File: src/rtl/ecc_pkg.sv
// Curve, adder-latency and FSM definitions shared by the ECC decrypt datapath.
// Curve is y^2 = x^3 + CURVE_A*x + CURVE_B over GF(P); infinity is projective (0,1,0).
package ecc_pkg;
    localparam int P       = 7;
    localparam int CURVE_A = 0;
    localparam int CURVE_B = 3;
    localparam int ADD_LAT = 2;

    localparam int INF_X = 0;
    localparam int INF_Y = 1;
    localparam int INF_Z = 0;

    typedef enum logic [3:0] {
        IDLE,
        LOAD,
        DBL,
        DBL_WAIT,
        ADD,
        ADD_WAIT,
        FINAL,
        FINAL_WAIT,
        DONE
    } state_t;
endpackage

File: src/rtl/ecc_point_add.sv
// Projective point add/double: operands captured on i_start, o_done pulses ADD_LAT cycles later.
// No backpressure; the result register holds until the next i_start.
module ecc_point_add
    import ecc_pkg::*;
#(
    parameter int N = 3
) (
    input  logic         clk,
    input  logic         reset,
    input  logic         i_start,
    input  logic [N-1:0] i_ax,
    input  logic [N-1:0] i_ay,
    input  logic [N-1:0] i_az,
    input  logic [N-1:0] i_bx,
    input  logic [N-1:0] i_by,
    input  logic [N-1:0] i_bz,
    output logic         o_done,
    output logic [N-1:0] o_rx,
    output logic [N-1:0] o_ry,
    output logic [N-1:0] o_rz
);
    localparam int             CW  = $clog2(ADD_LAT + 1);
    localparam logic [N:0]     P1  = (N+1)'(P);
    localparam logic [2*N-1:0] P2  = (2*N)'(P);
    localparam logic [N-1:0]   PE  = N'(P - 2);
    localparam logic [N-1:0]   K2  = N'(2 % P);
    localparam logic [N-1:0]   K3  = N'(3 % P);
    localparam logic [N-1:0]   KA  = N'(CURVE_A % P);
    localparam logic [N-1:0]   ONE = N'(1);

    function automatic logic [N-1:0] f_add(input logic [N-1:0] a, input logic [N-1:0] b);
        logic [N:0] t;
        t = {1'b0, a} + {1'b0, b};
        if (t >= P1) t = t - P1;
        return t[N-1:0];
    endfunction

    function automatic logic [N-1:0] f_sub(input logic [N-1:0] a, input logic [N-1:0] b);
        logic [N:0] t;
        t = {1'b0, a} + P1 - {1'b0, b};
        if (t >= P1) t = t - P1;
        return t[N-1:0];
    endfunction

    function automatic logic [N-1:0] f_mul(input logic [N-1:0] a, input logic [N-1:0] b);
        logic [2*N-1:0] t;
        t = {{N{1'b0}}, a} * {{N{1'b0}}, b};
        t = t % P2;
        return t[N-1:0];
    endfunction

    // Fermat inverse a^(P-2); the inverse of zero is never consumed.
    function automatic logic [N-1:0] f_inv(input logic [N-1:0] a);
        logic [N-1:0] r;
        logic [N-1:0] b;
        r = ONE;
        b = a;
        for (int k = 0; k < N; k++) begin
            if (PE[k]) r = f_mul(r, b);
            b = f_mul(b, b);
        end
        return r;
    endfunction

    logic [N-1:0] w_zia, w_zib, w_ax, w_ay, w_bx, w_by;
    logic [N-1:0] w_lam, w_x3, w_y3;
    logic [N-1:0] w_rx, w_ry, w_rz;
    logic         w_fin;

    always_comb begin
        w_zia = f_inv(i_az);
        w_zib = f_inv(i_bz);
        w_ax  = f_mul(i_ax, w_zia);
        w_ay  = f_mul(i_ay, w_zia);
        w_bx  = f_mul(i_bx, w_zib);
        w_by  = f_mul(i_by, w_zib);
        w_lam = '0;
        w_fin = 1'b0;
        w_rx  = N'(INF_X);
        w_ry  = N'(INF_Y);
        w_rz  = N'(INF_Z);
        if (i_az == '0) begin
            w_rx = i_bx;
            w_ry = i_by;
            w_rz = i_bz;
        end else if (i_bz == '0) begin
            w_rx = i_ax;
            w_ry = i_ay;
            w_rz = i_az;
        end else if (w_ax == w_bx) begin
            // Equal x: doubling when y matches and is nonzero, otherwise P == -Q gives infinity.
            if ((w_ay == w_by) && (w_ay != '0)) begin
                w_lam = f_mul(f_add(f_mul(K3, f_mul(w_ax, w_ax)), KA), f_inv(f_mul(K2, w_ay)));
                w_fin = 1'b1;
            end
        end else begin
            w_lam = f_mul(f_sub(w_by, w_ay), f_inv(f_sub(w_bx, w_ax)));
            w_fin = 1'b1;
        end
        w_x3 = f_sub(f_sub(f_mul(w_lam, w_lam), w_ax), w_bx);
        w_y3 = f_sub(f_mul(w_lam, f_sub(w_ax, w_x3)), w_ay);
        if (w_fin) begin
            w_rx = w_x3;
            w_ry = w_y3;
            w_rz = ONE;
        end
    end

    logic [CW-1:0] r_cnt;
    logic [N-1:0]  r_rx, r_ry, r_rz;

    always_ff @(posedge clk or posedge reset) begin
        if (reset) begin
            r_cnt <= '0;
            r_rx  <= N'(INF_X);
            r_ry  <= N'(INF_Y);
            r_rz  <= N'(INF_Z);
        end else if (i_start) begin
            r_cnt <= CW'(ADD_LAT);
            r_rx  <= w_rx;
            r_ry  <= w_ry;
            r_rz  <= w_rz;
        end else if (r_cnt != '0) begin
            r_cnt <= r_cnt - CW'(1);
        end
    end

    assign o_done = (r_cnt == CW'(1));
    assign o_rx   = r_rx;
    assign o_ry   = r_ry;
    assign o_rz   = r_rz;
endmodule

File: src/rtl/ecc_decrypt_engine.sv
// ElGamal-style ECC decrypt M = C2 - DS*C1 via MSB-first double-and-add on a shared point adder.
// Latency (KW+popcount(DS)+1)*(ADD_LAT+1)+1 from accept; result held in DONE until out_ready.
module ecc_decrypt_engine
    import ecc_pkg::*;
#(
    parameter int N  = 3,
    parameter int DS = 4,
    parameter int KW = 3
) (
    input  logic         clk,
    input  logic         reset,
    input  logic         in_valid,
    output logic         in_ready,
    input  logic [N-1:0] c1_x,
    input  logic [N-1:0] c1_y,
    input  logic [N-1:0] c1_z,
    input  logic [N-1:0] c2_x,
    input  logic [N-1:0] c2_y,
    input  logic [N-1:0] c2_z,
    output logic         out_valid,
    input  logic         out_ready,
    output logic [N-1:0] pt_x,
    output logic [N-1:0] pt_y,
    output logic [N-1:0] pt_z,
    output logic         busy
);
    localparam int            IW      = (KW > 1) ? $clog2(KW) : 1;
    localparam logic [KW-1:0] DS_BITS = KW'(DS);
    localparam logic [N-1:0]  P_N     = N'(P);

    state_t        r_state, w_next;
    logic [N-1:0]  r_c1x, r_c1y, r_c1z, r_c2x, r_c2y, r_c2z;
    logic [N-1:0]  r_rx, r_ry, r_rz;
    logic [N-1:0]  r_ptx, r_pty, r_ptz;
    logic [IW-1:0] r_idx;

    logic          w_start, w_done, w_step;
    logic [N-1:0]  w_ax, w_ay, w_az, w_bx, w_by, w_bz;
    logic [N-1:0]  w_sx, w_sy, w_sz;
    logic [N-1:0]  w_nry;

    assign w_nry = (r_ry == '0) ? '0 : P_N - r_ry;

    always_ff @(posedge clk or posedge reset) begin
        if (reset) r_state <= IDLE;
        else       r_state <= w_next;
    end

    always_comb begin
        w_next  = r_state;
        w_start = 1'b0;
        w_step  = 1'b0;
        w_ax    = r_rx;
        w_ay    = r_ry;
        w_az    = r_rz;
        w_bx    = r_rx;
        w_by    = r_ry;
        w_bz    = r_rz;
        case (r_state)
            IDLE:     if (in_valid) w_next = LOAD;
            LOAD:     w_next = DBL;
            DBL: begin
                w_start = 1'b1;
                w_next  = DBL_WAIT;
            end
            DBL_WAIT: if (w_done) begin
                if (DS_BITS[r_idx]) begin
                    w_next = ADD;
                end else if (r_idx == '0) begin
                    w_next = FINAL;
                end else begin
                    w_next = DBL;
                    w_step = 1'b1;
                end
            end
            ADD: begin
                w_start = 1'b1;
                w_bx    = r_c1x;
                w_by    = r_c1y;
                w_bz    = r_c1z;
                w_next  = ADD_WAIT;
            end
            ADD_WAIT: if (w_done) begin
                if (r_idx == '0) begin
                    w_next = FINAL;
                end else begin
                    w_next = DBL;
                    w_step = 1'b1;
                end
            end
            FINAL: begin
                // C2 + (-R): negation only touches y.
                w_start = 1'b1;
                w_ax    = r_c2x;
                w_ay    = r_c2y;
                w_az    = r_c2z;
                w_bx    = r_rx;
                w_by    = w_nry;
                w_bz    = r_rz;
                w_next  = FINAL_WAIT;
            end
            FINAL_WAIT: if (w_done) w_next = DONE;
            DONE:       if (out_ready) w_next = IDLE;
            default:    w_next = IDLE;
        endcase
    end

    always_ff @(posedge clk or posedge reset) begin
        if (reset) begin
            r_c1x <= '0;
            r_c1y <= '0;
            r_c1z <= '0;
            r_c2x <= '0;
            r_c2y <= '0;
            r_c2z <= '0;
            r_rx  <= N'(INF_X);
            r_ry  <= N'(INF_Y);
            r_rz  <= N'(INF_Z);
            r_ptx <= '0;
            r_pty <= '0;
            r_ptz <= '0;
            r_idx <= '0;
        end else begin
            if (r_state == IDLE && in_valid) begin
                r_c1x <= c1_x;
                r_c1y <= c1_y;
                r_c1z <= c1_z;
                r_c2x <= c2_x;
                r_c2y <= c2_y;
                r_c2z <= c2_z;
            end
            case (r_state)
                LOAD: begin
                    r_rx  <= N'(INF_X);
                    r_ry  <= N'(INF_Y);
                    r_rz  <= N'(INF_Z);
                    r_idx <= IW'(KW - 1);
                end
                DBL_WAIT, ADD_WAIT: if (w_done) begin
                    r_rx <= w_sx;
                    r_ry <= w_sy;
                    r_rz <= w_sz;
                end
                FINAL_WAIT: if (w_done) begin
                    r_ptx <= w_sx;
                    r_pty <= w_sy;
                    r_ptz <= w_sz;
                end
                default: ;
            endcase
            if (w_step) r_idx <= r_idx - IW'(1);
        end
    end

    ecc_point_add #(.N(N)) u_add (
        .clk     (clk),
        .reset   (reset),
        .i_start (w_start),
        .i_ax    (w_ax),
        .i_ay    (w_ay),
        .i_az    (w_az),
        .i_bx    (w_bx),
        .i_by    (w_by),
        .i_bz    (w_bz),
        .o_done  (w_done),
        .o_rx    (w_sx),
        .o_ry    (w_sy),
        .o_rz    (w_sz)
    );

    assign in_ready  = (r_state == IDLE);
    assign busy      = (r_state != IDLE);
    assign out_valid = (r_state == DONE);
    assign pt_x      = r_ptx;
    assign pt_y      = r_pty;
    assign pt_z      = r_ptz;
endmodule

File: config.mk
export PLATFORM = sky130hd
export DESIGN_NAME = ecc_decrypt_engine
export DESIGN_NICKNAME = d
export VERILOG_FILES = /design/src/rtl/ecc_pkg.sv /design/src/rtl/ecc_point_add.sv /design/src/rtl/ecc_decrypt_engine.sv
export SDC_FILE = /design/constraint.sdc
export NUM_CORES = 1
export LEC_CHECK = 0
export BUFFER_PORTS_ARGS = -buffer_cell sky130_fd_sc_hd__buf_2
export CELL_PAD_IN_SITES_DETAIL_PLACEMENT = 1
export CELL_PAD_IN_SITES_GLOBAL_PLACEMENT = 2
export CORE_MARGIN = 5
export CORE_UTILIZATION = 42
export CTS_CLUSTER_SIZE = 12
export DETAILED_ROUTE_END_ITERATION = 7
export GPL_ROUTABILITY_DRIVEN = 0
export GPL_TIMING_DRIVEN = 0
export PLACE_DENSITY_LB_ADDON = 0.1
export RECOVER_POWER = 25
export SLEW_MARGIN = 10
export SYNTH_ARGS = -nofsm -noshare
export SYNTH_HDL_FRONTEND = slang
export SYNTH_HIERARCHICAL = 1
export SYNTH_SLANG_ARGS = --single-unit
File: constraint.sdc
create_clock -name clk -period 131 [get_ports clk]
set_clock_uncertainty 0.1 [all_clocks]
set_input_delay 19.65 -clock clk [delete_from_list [all_inputs] [get_ports clk]]
set_output_delay 19.65 -clock clk [all_outputs]
set_load 0.05 [all_outputs]
==> flow_metrics.py, run 1 <==
metrics = {
    "status": {
        "status": "completed",
    },
    "final_layout": {
        "design_area_um2": 14340,
        "ff_latch_area_um2": 1329,
        "multiInputGateArea_um2": 11340,
        "fillers": 3971,
        "antenna_cells": 0,
        "nets": 2060,
        "drive_above_1_share": 0.08582,
        "final_core_util": 0.4534,
        "layout-area-overhead-vs-synth_pct": 6.178,
    },
    "clock_tree": {
        "cts.sinks": 53,
        "postCtsHoldBufs": 0,
        "clkTransAtPathRegs_ns": 0.07,
        "clock-root-buffer": "clkbuf_16",
        "cts_buffer_depth": 2,
        "post_cts_resize_count": 0,
        "cts_buffers": 5,
        "tritoncts": "done",
        "postCtsSetupBuffers": 0,
        "clock_latency_ns": 0.29,
        "ctsHtreeMaxLevel": 2,
    },
    "detailed_routing": {
        "num_vias": 13030,
        "first_pass_iters": 5,
        "drtIter0Drc": 443,
        "routed_wl_um": 36310,
        "routedWlPerCell_um": 16.19,
        "drtAntennaViolNets": 0,
        "avgViaCountPerCell": 5.810,
        "drc": 0,
    },
    "synthesis": {
        "ys.warnings.count": 6,
        "syn_area_um2": 13510,
        "synth.distinct_cells": 118,
        "async_reset_ff_frac": 1.000,
        "avgSynthCellArea_um2": 7.509,
        "seq_area_frac_synth": 0.09837,
        "ys_ff_latch": 53,
        "yosys-top-cells-area": "ha_1 (16%), dfrtp_1 (9.4%), nor2_1 (4.9%), nand2_1 (4.7%), a21oi_1 (4.5%)",
        "synth_top_cells_by_count": "nor2_1 (178), ha_1 (171), nand2_1 (170)",
        "synth_nets": 2019,
        "netlist.area_leader.share": 0.1584,
        "synth_top_area_cell": "ha_1",
        "synthFlopType": "dfrtp_1",
        "synth.most_common_cell": "nor2_1",
        "synth_enable_flop_cells": 0,
        "syn_inst": 1799,
    },
    "sta": {
        "drv_slew": 0,
        "hold_viol": 0,
        "setup_viol": 0,
        "max_freq_mhz": 19.34,
        "post-route-period-util": 0.3946,
        "period_needed_ns": 51.70,
        "relSlewSlack": 0.3204,
        "tightest_slew_ns": 1.013,
        "rsz0062_at_grt": "false",
        "fin_setup_tns_ns": 0,
    },
    "worst_setup_path": {
        "cp-start-kind": "register",
        "cpPeakStageDelay_ns": 0.64,
        "slowest_stage": "xnor2_1",
        "crit_fanout": 10,
        "critPathTopFamily": "adder cells",
        "path_buf_inv": 39,
        "critical_path_required_ns": 131.14,
        "crit_top_cell": "ha_1",
        "critPathKind": "reg -> reg",
        "critPathArrivalTime_ns": 51.84,
        "crit_path_end_kind": "register",
    },
    "global_route": {
        "grt_use_total": 0.2005,
        "antenna_found_initial": 0,
        "grt_pass1_wl_um": 63140,
        "grt_overflow": 0,
        "grt_pass1_vias": 13280,
        "grt_max_degree": 38,
    },
    "place": {
        "dp_hpwl_um": 30110,
        "portBuffers": 33,
        "placed_area_um2": 14200,
    },
    "floorplanning": {
        "die_w_um": 189.3,
        "initial_utilization": 0.4270,
        "die_y_um": 189.3,
        "rows": 65,
        "core_area_um2": 31640,
        "die_area_um2": 35850,
        "io_pins": 34,
    },
    "job": {
        "maxCapViolations": 0,
    },
    "hold_path": {
        "min_path_type": "reg -> reg",
    },
}
==> metal layers <==
layer  GRT usage  vias to the layer above  wire, µm
li1            -                     6562         -
met1      0.2686                     6375     17660
met2      0.3707                       84     17950
met3    0.009587                       11       496
met4     0.02003                        0       197
met5           0                        -         0
==> cells by family (layout without fill, tap and decap cells) <==
kind of cell,Yosys count,after routing,synth area share
AND/OR/NAND/NOR,637,637,0.2349
multiplexers,115,115,0.09365
adder cells (fa/ha/maj),200,200,0.2000
buffers and inverters,207,249,0.06104
flip-flops,53,53,0.09837
XOR/XNOR,95,95,0.06215
AO/OA/AOI/OAI,492,492,0.2499
==> final timing paths <==
kind | slack, ns | to | cells after the start | startpoint
setup / recovery | 79.30 | u_add/o_ry[0] | 229 | r_state[3]
hold / removal | 0.39 | r_idx[0] | 1 | r_idx[0]
setup reg to reg | 79.30 | u_add/o_ry[0] | 229 | r_state[3]
hold reg to reg | 0.39 | r_idx[0] | 1 | r_idx[0]
max in group asynchronous | 111.06 | r_ry[0] | 3 | reset
min in group asynchronous | 19.18 | pt_z[1] | 2 | reset
==> final cells by class <==
cell class,count,area share
tap,402,0.03507
clock inverter,2,0.002617
clock buffer,6,0.009683
buffer,55,0.01701
inverter,152,0.03978
timing repair buffer,34,0.01282
sequential,53,0.09265
multi-input combinational,1539,0.7904
==> flip-flops by register name (all words and copies together) (netlist names) <==
signal       cells
r_c2z            3
u_add/r_cnt      2
pt_y             3
u_add/o_ry       3
r_c1y            3
pt_x             3
r_idx            2
pt_z             3
u_add/o_rz       3
u_add/o_rx       3
r_state          4
r_ry             3
r_rz             3
r_c1z            3
r_rx             3
r_c1x            3
r_c2y            3
r_c2x            3
==> worst reg2reg max path, delay by kind of cell, from the launching register on <==
family	cells	cell delay, ns
buf+inv	39	6.37
simple gates	56	9.82
fa+ha+maj	53	15.30
flops	1	0.36
compound gates	52	12.11
mux	10	3.37
xor+xnor	19	4.28
==> metrics by stage <==
step / setup WS [ns] / cells / hold WS, ns
detailed placement: 79.50 / 2235 / 0.3738
CTS: 79.21 / 2243 / 0.3903
floorplan: 87.08 / 1799 / 0.3485
global placement: 80.59 / 2234 / 0.3683
finish: 79.30 / 2243 / 0.3875
global route: 74.67 / 2243 / 0.4169
==> cells in the final DEF, fill, tap and decap left out, types with 43 or more instances in the layout <==
cell | synthesis | layout
nor2_1 | 178 | 181
ha_1 | 171 | 171
nand2_1 | 170 | 170
inv_1 | 150 | 150
a21oi_1 | 122 | 122
o21ai_0 | 104 | 104
xnor2_1 | 63 | 63
dfrtp_1 | 51 | 51
nand3_1 | 45 | 45
nor3_1 | 43 | 43
Power of run 1 is not shown: default switching activity piles up to over one toggle a cycle in this logic, so the estimate is an artifact.
==> run 2: changes to the inputs <==
--- a/config.mk
+++ b/config.mk
@@ -5,11 +5,12 @@
 export SDC_FILE = /design/constraint.sdc
 export NUM_CORES = 1
 export LEC_CHECK = 0
+export ABC_AREA = 1
 export BUFFER_PORTS_ARGS = -buffer_cell sky130_fd_sc_hd__buf_2
 export CELL_PAD_IN_SITES_DETAIL_PLACEMENT = 1
 export CELL_PAD_IN_SITES_GLOBAL_PLACEMENT = 2
 export CORE_MARGIN = 5
-export CORE_UTILIZATION = 42
+export CORE_UTILIZATION = 36
 export CTS_CLUSTER_SIZE = 12
 export DETAILED_ROUTE_END_ITERATION = 7
 export GPL_ROUTABILITY_DRIVEN = 0
==> constraint.sdc (replaced) <==
create_clock -name clk -period 53.1 [get_ports clk]
set_clock_uncertainty 0.1 [all_clocks]
set_input_delay 7.965 -clock clk [delete_from_list [all_inputs] [get_ports clk]]
set_output_delay 7.965 -clock clk [all_outputs]
set_load 0.05 [all_outputs]
==> run 2 against run 1 <==
Net effect: die area grew 5.9%; worst hold slack lost 0.013 ns; non-clock buffer count shrank 43; setup slack lost 68 ns; largest cell class unchanged.
==> flow_metrics.py, run 2 <==
metrics = {
    "global_route": {
        "grt_use_met1": 0.2167,
        "grt_pass1_wl_um": 54340,
        "grt_busiest_layer": "met2",
        "antenna_found_initial": 0,
        "grt_pass1_vias": 12120,
        "met3_usage": 0.006925,
        "grt_overflow": 0,
        "grt_use_total": 0.1604,
        "grt_max_degree": 30,
        "grt_use_met2": 0.2978,
    },
    "synthesis": {
        "synth_nets": 2187,
        "synth.most_common_cell": "nand2_1",
        "synth_enable_flop_cells": 0,
        "synth_top_cells_by_count": "nand2_1 (432), inv_1 (381), nor2_1 (210)",
        "netlist.area_leader.share": 0.1740,
        "synth_top_area_cell": "ha_1",
        "ys.warnings.count": 6,
        "ys_ff_latch": 53,
        "yosys-top-cells-area": "ha_1 (17%), nand2_1 (13%), inv_1 (12%), dfrtp_1 (10%), nor2_1 (6.4%)",
        "syn_area_um2": 12300,
        "avgSynthCellArea_um2": 6.252,
        "syn_inst": 1967,
        "seq_area_frac_synth": 0.1081,
        "synthFlopType": "dfrtp_1",
        "async_reset_ff_frac": 1.000,
        "synth.distinct_cells": 58,
    },
    "detailed_routing": {
        "routedWlPerCell_um": 12.59,
        "num_vias": 11900,
        "routed_wl_um": 30930,
        "drtIter0Drc": 361,
        "drc": 0,
        "avgViaCountPerCell": 4.842,
        "first_pass_iters": 5,
        "drtAntennaViolNets": 0,
    },
    "sta": {
        "post-route-period-util": 0.7906,
        "max_freq_mhz": 23.82,
        "setup_viol": 0,
        "period_needed_ns": 41.98,
        "relSlewSlack": 0.3198,
        "rsz0062_at_grt": "false",
        "tightest_slew_ns": 1.013,
        "hold_viol": 0,
        "drv_slew": 0,
        "fin_setup_tns_ns": 0,
    },
    "floorplanning": {
        "die_w_um": 194.8,
        "rows": 67,
        "die_y_um": 194.8,
        "core_area_um2": 33620,
        "die_area_um2": 37950,
        "io_pins": 34,
        "initial_utilization": 0.3658,
    },
    "job": {
        "maxCapViolations": 0,
    },
    "hold_path": {
        "min_path_type": "reg -> reg",
    },
    "worst_setup_path": {
        "cpPeakStageDelay_ns": 0.71,
        "critical_path_required_ns": 53.18,
        "cp-start-kind": "register",
        "slowest_stage": "o21ai_0",
        "crit_top_cell": "inv_1",
        "crit_fanout": 10,
        "critPathKind": "reg -> reg",
        "crit_path_end_kind": "register",
        "critPathArrivalTime_ns": 42.06,
    },
    "clock_tree": {
        "cts_buffers": 5,
        "clock-root-buffer": "clkbuf_16",
        "postCtsSetupBuffers": 0,
        "tritoncts": "done",
        "postCtsHoldBufs": 0,
        "cts.sinks": 53,
        "cts_buffer_depth": 2,
        "post_cts_resize_count": 0,
        "clkTransAtPathRegs_ns": 0.07,
        "clock_latency_ns": 0.29,
        "ctsHtreeMaxLevel": 2,
    },
    "final_layout": {
        "layout_commonest_cell": "nand2_1",
        "largest_register": "r_state",
        "fillers": 4534,
        "nets": 2228,
        "design_area_um2": 13150,
        "antenna_cells": 0,
        "layout-area-overhead-vs-synth_pct": 6.970,
        "drive_above_1_share": 0.1005,
        "mostFrequentLayoutCells": "nand2_1 (436), inv_1 (381), nor2_1 (211)",
        "largest_reg_flops": 4,
    },
    "pwr": {
        "p_leak_nw": 7.518,
        "powerDensity_nw_per_um2": 43.02,
        "ir_drop_mv": 0.05149,
    },
    "status": {
        "status": "completed",
    },
    "place": {
        "portBuffers": 33,
        "dp_hpwl_um": 27220,
        "placed_area_um2": 13040,
    },
}
run 2: changes by cell type after synthesis, moves of 41 or more:
cell and change:
a21oi_1 -55, inv_1 +231, xnor2_1 -41, nand3_1 +97, nand2_2 +57, nand2_1 +262
run 2: layer usage:
metal / wire length (µm) / part of all wire
met1: 15550 / 0.50
met4: 110 / 0.0036
met5: 0 / 0
met3: 262 / 0.0085
met2: 15010 / 0.49
run 2: metrics by stage:
step / std cells / power, mW / utilization / worst slack [ns] / hold slack (ns)
finish: 2457 / 0.5659 / 0.3913 / 11.12 / 0.3740
global route: 2457 / 0.6418 / 0.3913 / 5.865 / 0.3992
global placement: 2448 / 0.5291 / 0.3874 / 11.86 / 0.3595
detailed placement: 2449 / 0.5403 / 0.3880 / 10.82 / 0.3601
floorplan: 1967 / 0.4236 / - / 16.52 / 0.3380
CTS: 2457 / 0.5778 / 0.3922 / 10.64 / 0.3793
run 2: kinds of logic after synthesis:
group	after synthesis	synth area share
flops	53	0.1081
fa+ha+maj	198	0.2179
simple gates	958	0.3569
compound gates	248	0.1148
buf+inv	412	0.1287
xor+xnor	80	0.05759
mux	18	0.01597
run 2: final timing paths:
path / cells after the start / from / slack, ns / to
min reg2reg: 2 / r_c1z[2] / 0.37 / r_c1z[2]
max: 254 / r_state[0] / 11.12 / u_add/o_ry[2]
max reg2reg: 254 / r_state[0] / 11.12 / u_add/o_ry[2]
min in group asynchronous: 2 / reset / 7.58 / u_add/o_rz[1]
max in group asynchronous: 3 / reset / 44.68 / r_state[0]
min: 2 / r_c1z[2] / 0.37 / r_c1z[2]
run 2: cell type report:
cell class / count / area, µm² / share of cell area
inverters: 400 / 1501 / 0.1141
well taps: 448 / 560.5 / 0.04261
plain buffers: 12 / 73.82 / 0.005612
repair buffers: 34 / 183.9 / 0.01398
multi-input cells: 1502 / 9363 / 0.7118
clock inverters: 2 / 13.76 / 0.001046
flip-flops and latches: 53 / 1329 / 0.1010
clock buffers: 6 / 128.9 / 0.009797
run 2: power by group:
part,total (mW),switching (mW),internal (mW)
combinational,0.467,0.319,0.148
clock,0.0323,0.0147,0.0176
sequential,0.0665,0.0105,0.0560
total,0.566,0.344,0.221
run 2: critical path: cells and delay by family (launching register included):
family	cells	cell delay [ns]
simple gates	86	9.80
fa+ha+maj	55	15.19
compound gates	35	7.37
flops	1	0.43
xor+xnor	21	4.57
buf+inv	57	4.36
No activity file was read; power rests on OpenSTA's default activity.
==> run 3: changes to the inputs <==
--- a/config.mk
+++ b/config.mk
@@ -10,7 +10,7 @@
 export CELL_PAD_IN_SITES_DETAIL_PLACEMENT = 1
 export CELL_PAD_IN_SITES_GLOBAL_PLACEMENT = 2
 export CORE_MARGIN = 5
-export CORE_UTILIZATION = 36
+export CORE_UTILIZATION = 33
 export CTS_CLUSTER_SIZE = 12
 export DETAILED_ROUTE_END_ITERATION = 7
 export GPL_ROUTABILITY_DRIVEN = 0
==> constraint.sdc (replaced) <==
create_clock -name clk -period 36.1 [get_ports clk]
set_clock_uncertainty 0.1 [all_clocks]
set_input_delay 5.415 -clock clk [delete_from_list [all_inputs] [get_ports clk]]
set_output_delay 5.415 -clock clk [all_outputs]
set_load 0.05 [all_outputs]
==> run 3 against run 2 <==
Net effect: non-clock buffer count is 259 higher; critical path type unchanged; cell count increased by 11%; routed wire length rose by 28%; highest routed layer unchanged; critical path depth grew 3; the flow now finishes with violations (setup timing); largest cell class unchanged; sequential cell count unchanged; sequential share of layout area shrank 2.5 points; largest power group unchanged.
==> flow_metrics.py, run 3 (synthesis gave the netlist of run 2 again) <==
metrics = {
    "status": {
        "status": "complete, but fails checks",
        "violations": "setup timing",
    },
    "clock_tree": {
        "clkTransAtPathRegs_ns": 0.07,
        "clock_latency_ns": 0.29,
        "tritoncts": "done",
        "ctsHtreeMaxLevel": 2,
        "cts_buffer_depth": 2,
        "cts_buffers": 5,
        "cts.sinks": 53,
        "clock-root-buffer": "clkbuf_16",
        "postCtsHoldBufs": 0,
    },
    "floorplanning": {
        "die_y_um": 203.0,
        "io_pins": 34,
        "die_w_um": 203.0,
        "rows": 70,
        "core_area_um2": 36700,
        "initial_utilization": 0.3351,
        "die_area_um2": 41220,
    },
    "pwr": {
        "p_total_mw": 1.531,
        "powerDensity_nw_per_um2": 87.68,
        "p_leak_nw": 9.098,
        "ir_drop_mv": 0.1017,
    },
    "global_route": {
        "grt_pass1_wl_um": 62470,
        "antenna_found_initial": 0,
        "grt_pass1_vias": 13830,
        "grt_overflow": 0,
        "grt_max_degree": 28,
        "grt_use_total": 0.1728,
    },
    "detailed_routing": {
        "routed_wl_um": 39640,
        "drc": 0,
        "drtAntennaViolNets": 0,
        "drtIter0Drc": 302,
        "routedWlPerCell_um": 14.49,
        "avgViaCountPerCell": 4.878,
        "num_vias": 13340,
        "first_pass_iters": 4,
    },
    "place": {
        "portBuffers": 33,
        "dp_hpwl_um": 28250,
        "dp.cells": 2469,
    },
    "final_layout": {
        "layout_commonest_cell": "nand2_1",
        "nets": 2487,
        "largest_reg_flops": 4,
        "antenna_cells": 0,
        "drive_above_1_share": 0.3891,
        "final_core_util": 0.4758,
        "fin_cells": 2735,
        "mostFrequentLayoutCells": "nand2_1 (348), inv_1 (308), buf_4 (249)",
        "layout-area-overhead-vs-synth_pct": 41.98,
        "largest_register": "r_state",
    },
    "worst_setup_path": {
        "cp-start-kind": "register",
        "crit_path_end_kind": "register",
        "cpPeakStageDelay_ns": 0.60,
        "critPathKind": "reg -> reg",
        "critical_path_required_ns": 36.18,
        "crit_top_cell": "inv_2",
        "crit_fanout": 6,
        "critPathArrivalTime_ns": 37.05,
        "slowest_stage": "fa_2",
    },
    "sta": {
        "max_freq_mhz": 27.05,
        "period_needed_ns": 36.97,
        "hold_viol": 0,
        "fin_ws_ns": -0.8666,
        "post-route-period-util": 1.024,
        "fin_setup_tns_ns": -2.417,
        "tightest_slew_ns": 1.220,
        "drv_slew": 0,
        "setup_viol": 3,
        "rsz0062_at_grt": "true",
        "relSlewSlack": 0.1780,
        "holdWs_ns": 0.3802,
    },
    "hold_path": {
        "min_path_type": "reg -> reg",
    },
    "job": {
        "maxCapViolations": 0,
    },
}
[run 3: path summary, 6_finish.rpt]
path | end | from | slack [ns] | depth (start not counted)
min | r_c2z[1] | r_c2z[1] | 0.38 | 2
min in group asynchronous | pt_z[0] | reset | 5.02 | 2
max | u_add/o_ry[2] | r_state[2] | -0.87 | 257
max in group asynchronous | r_ry[0] | reset | 30.33 | 3
max reg2reg | u_add/o_ry[2] | r_state[2] | -0.87 | 257
min reg2reg | r_c2z[1] | r_c2z[1] | 0.38 | 2
[run 3: timing repair]
item,CTS,global route
setup buffers,166,97
resized for setup,307,312
endpoints found under the setup margin,3,3
pin swaps,151,249
[run 3: report_power, final]
group	total [mW]	switching (mW)	internal [mW]
Clock	0.0479	0.0206	0.0272
Combinational	1.38	0.748	0.636
Sequential	0.0988	0.0162	0.0827
Total	1.53	0.785	0.746
[run 3: routing by layer]
| metal | part of all wire | vias up | global-route usage |
|---|---|---|---|
| met5 | 0 | - | 0 |
| met4 | 0.017 | 0 | 0.01975 |
| met3 | 0.0094 | 45 | 0.007826 |
| met2 | 0.54 | 93 | 0.3446 |
| met1 | 0.44 | 6380 | 0.2099 |
| li1 | - | 6824 | - |
[run 3: metrics by stage]
| stage | setup WS, ns | area (µm²) |
|---|---|---|
| 2_1_floorplan | 0.01435 | 12310 |
| 4_1_cts | -0.8331 | 15560 |
| 5_1_grt | -3.143 | 17460 |
| 3_5_place_dp | -5.950 | 13080 |
| 3_3_place_gp | -4.877 | 13060 |
| 6_report | -0.8666 | 17460 |
[run 3: area by class of cell]
type	instances	area (µm²)
fill	4619	19240
multi-input combinational	1502	11600
timing repair buffer	293	2167
inverter	400	1523
sequential	53	1333
tap	468	585.6
clock buffer	6	138.9
buffer	12	107.6
clock inverter	1	7.507
[run 3: worst max-delay path, delay by kind of cell, from the launching register on]
kind / cells / cell delay [ns]
fa+ha+maj: 49 / 13.22
simple gates: 82 / 8.09
buf+inv: 70 / 5.74
compound gates: 32 / 4.68
xor+xnor: 22 / 3.87
mux: 2 / 0.55
flops: 1 / 0.42
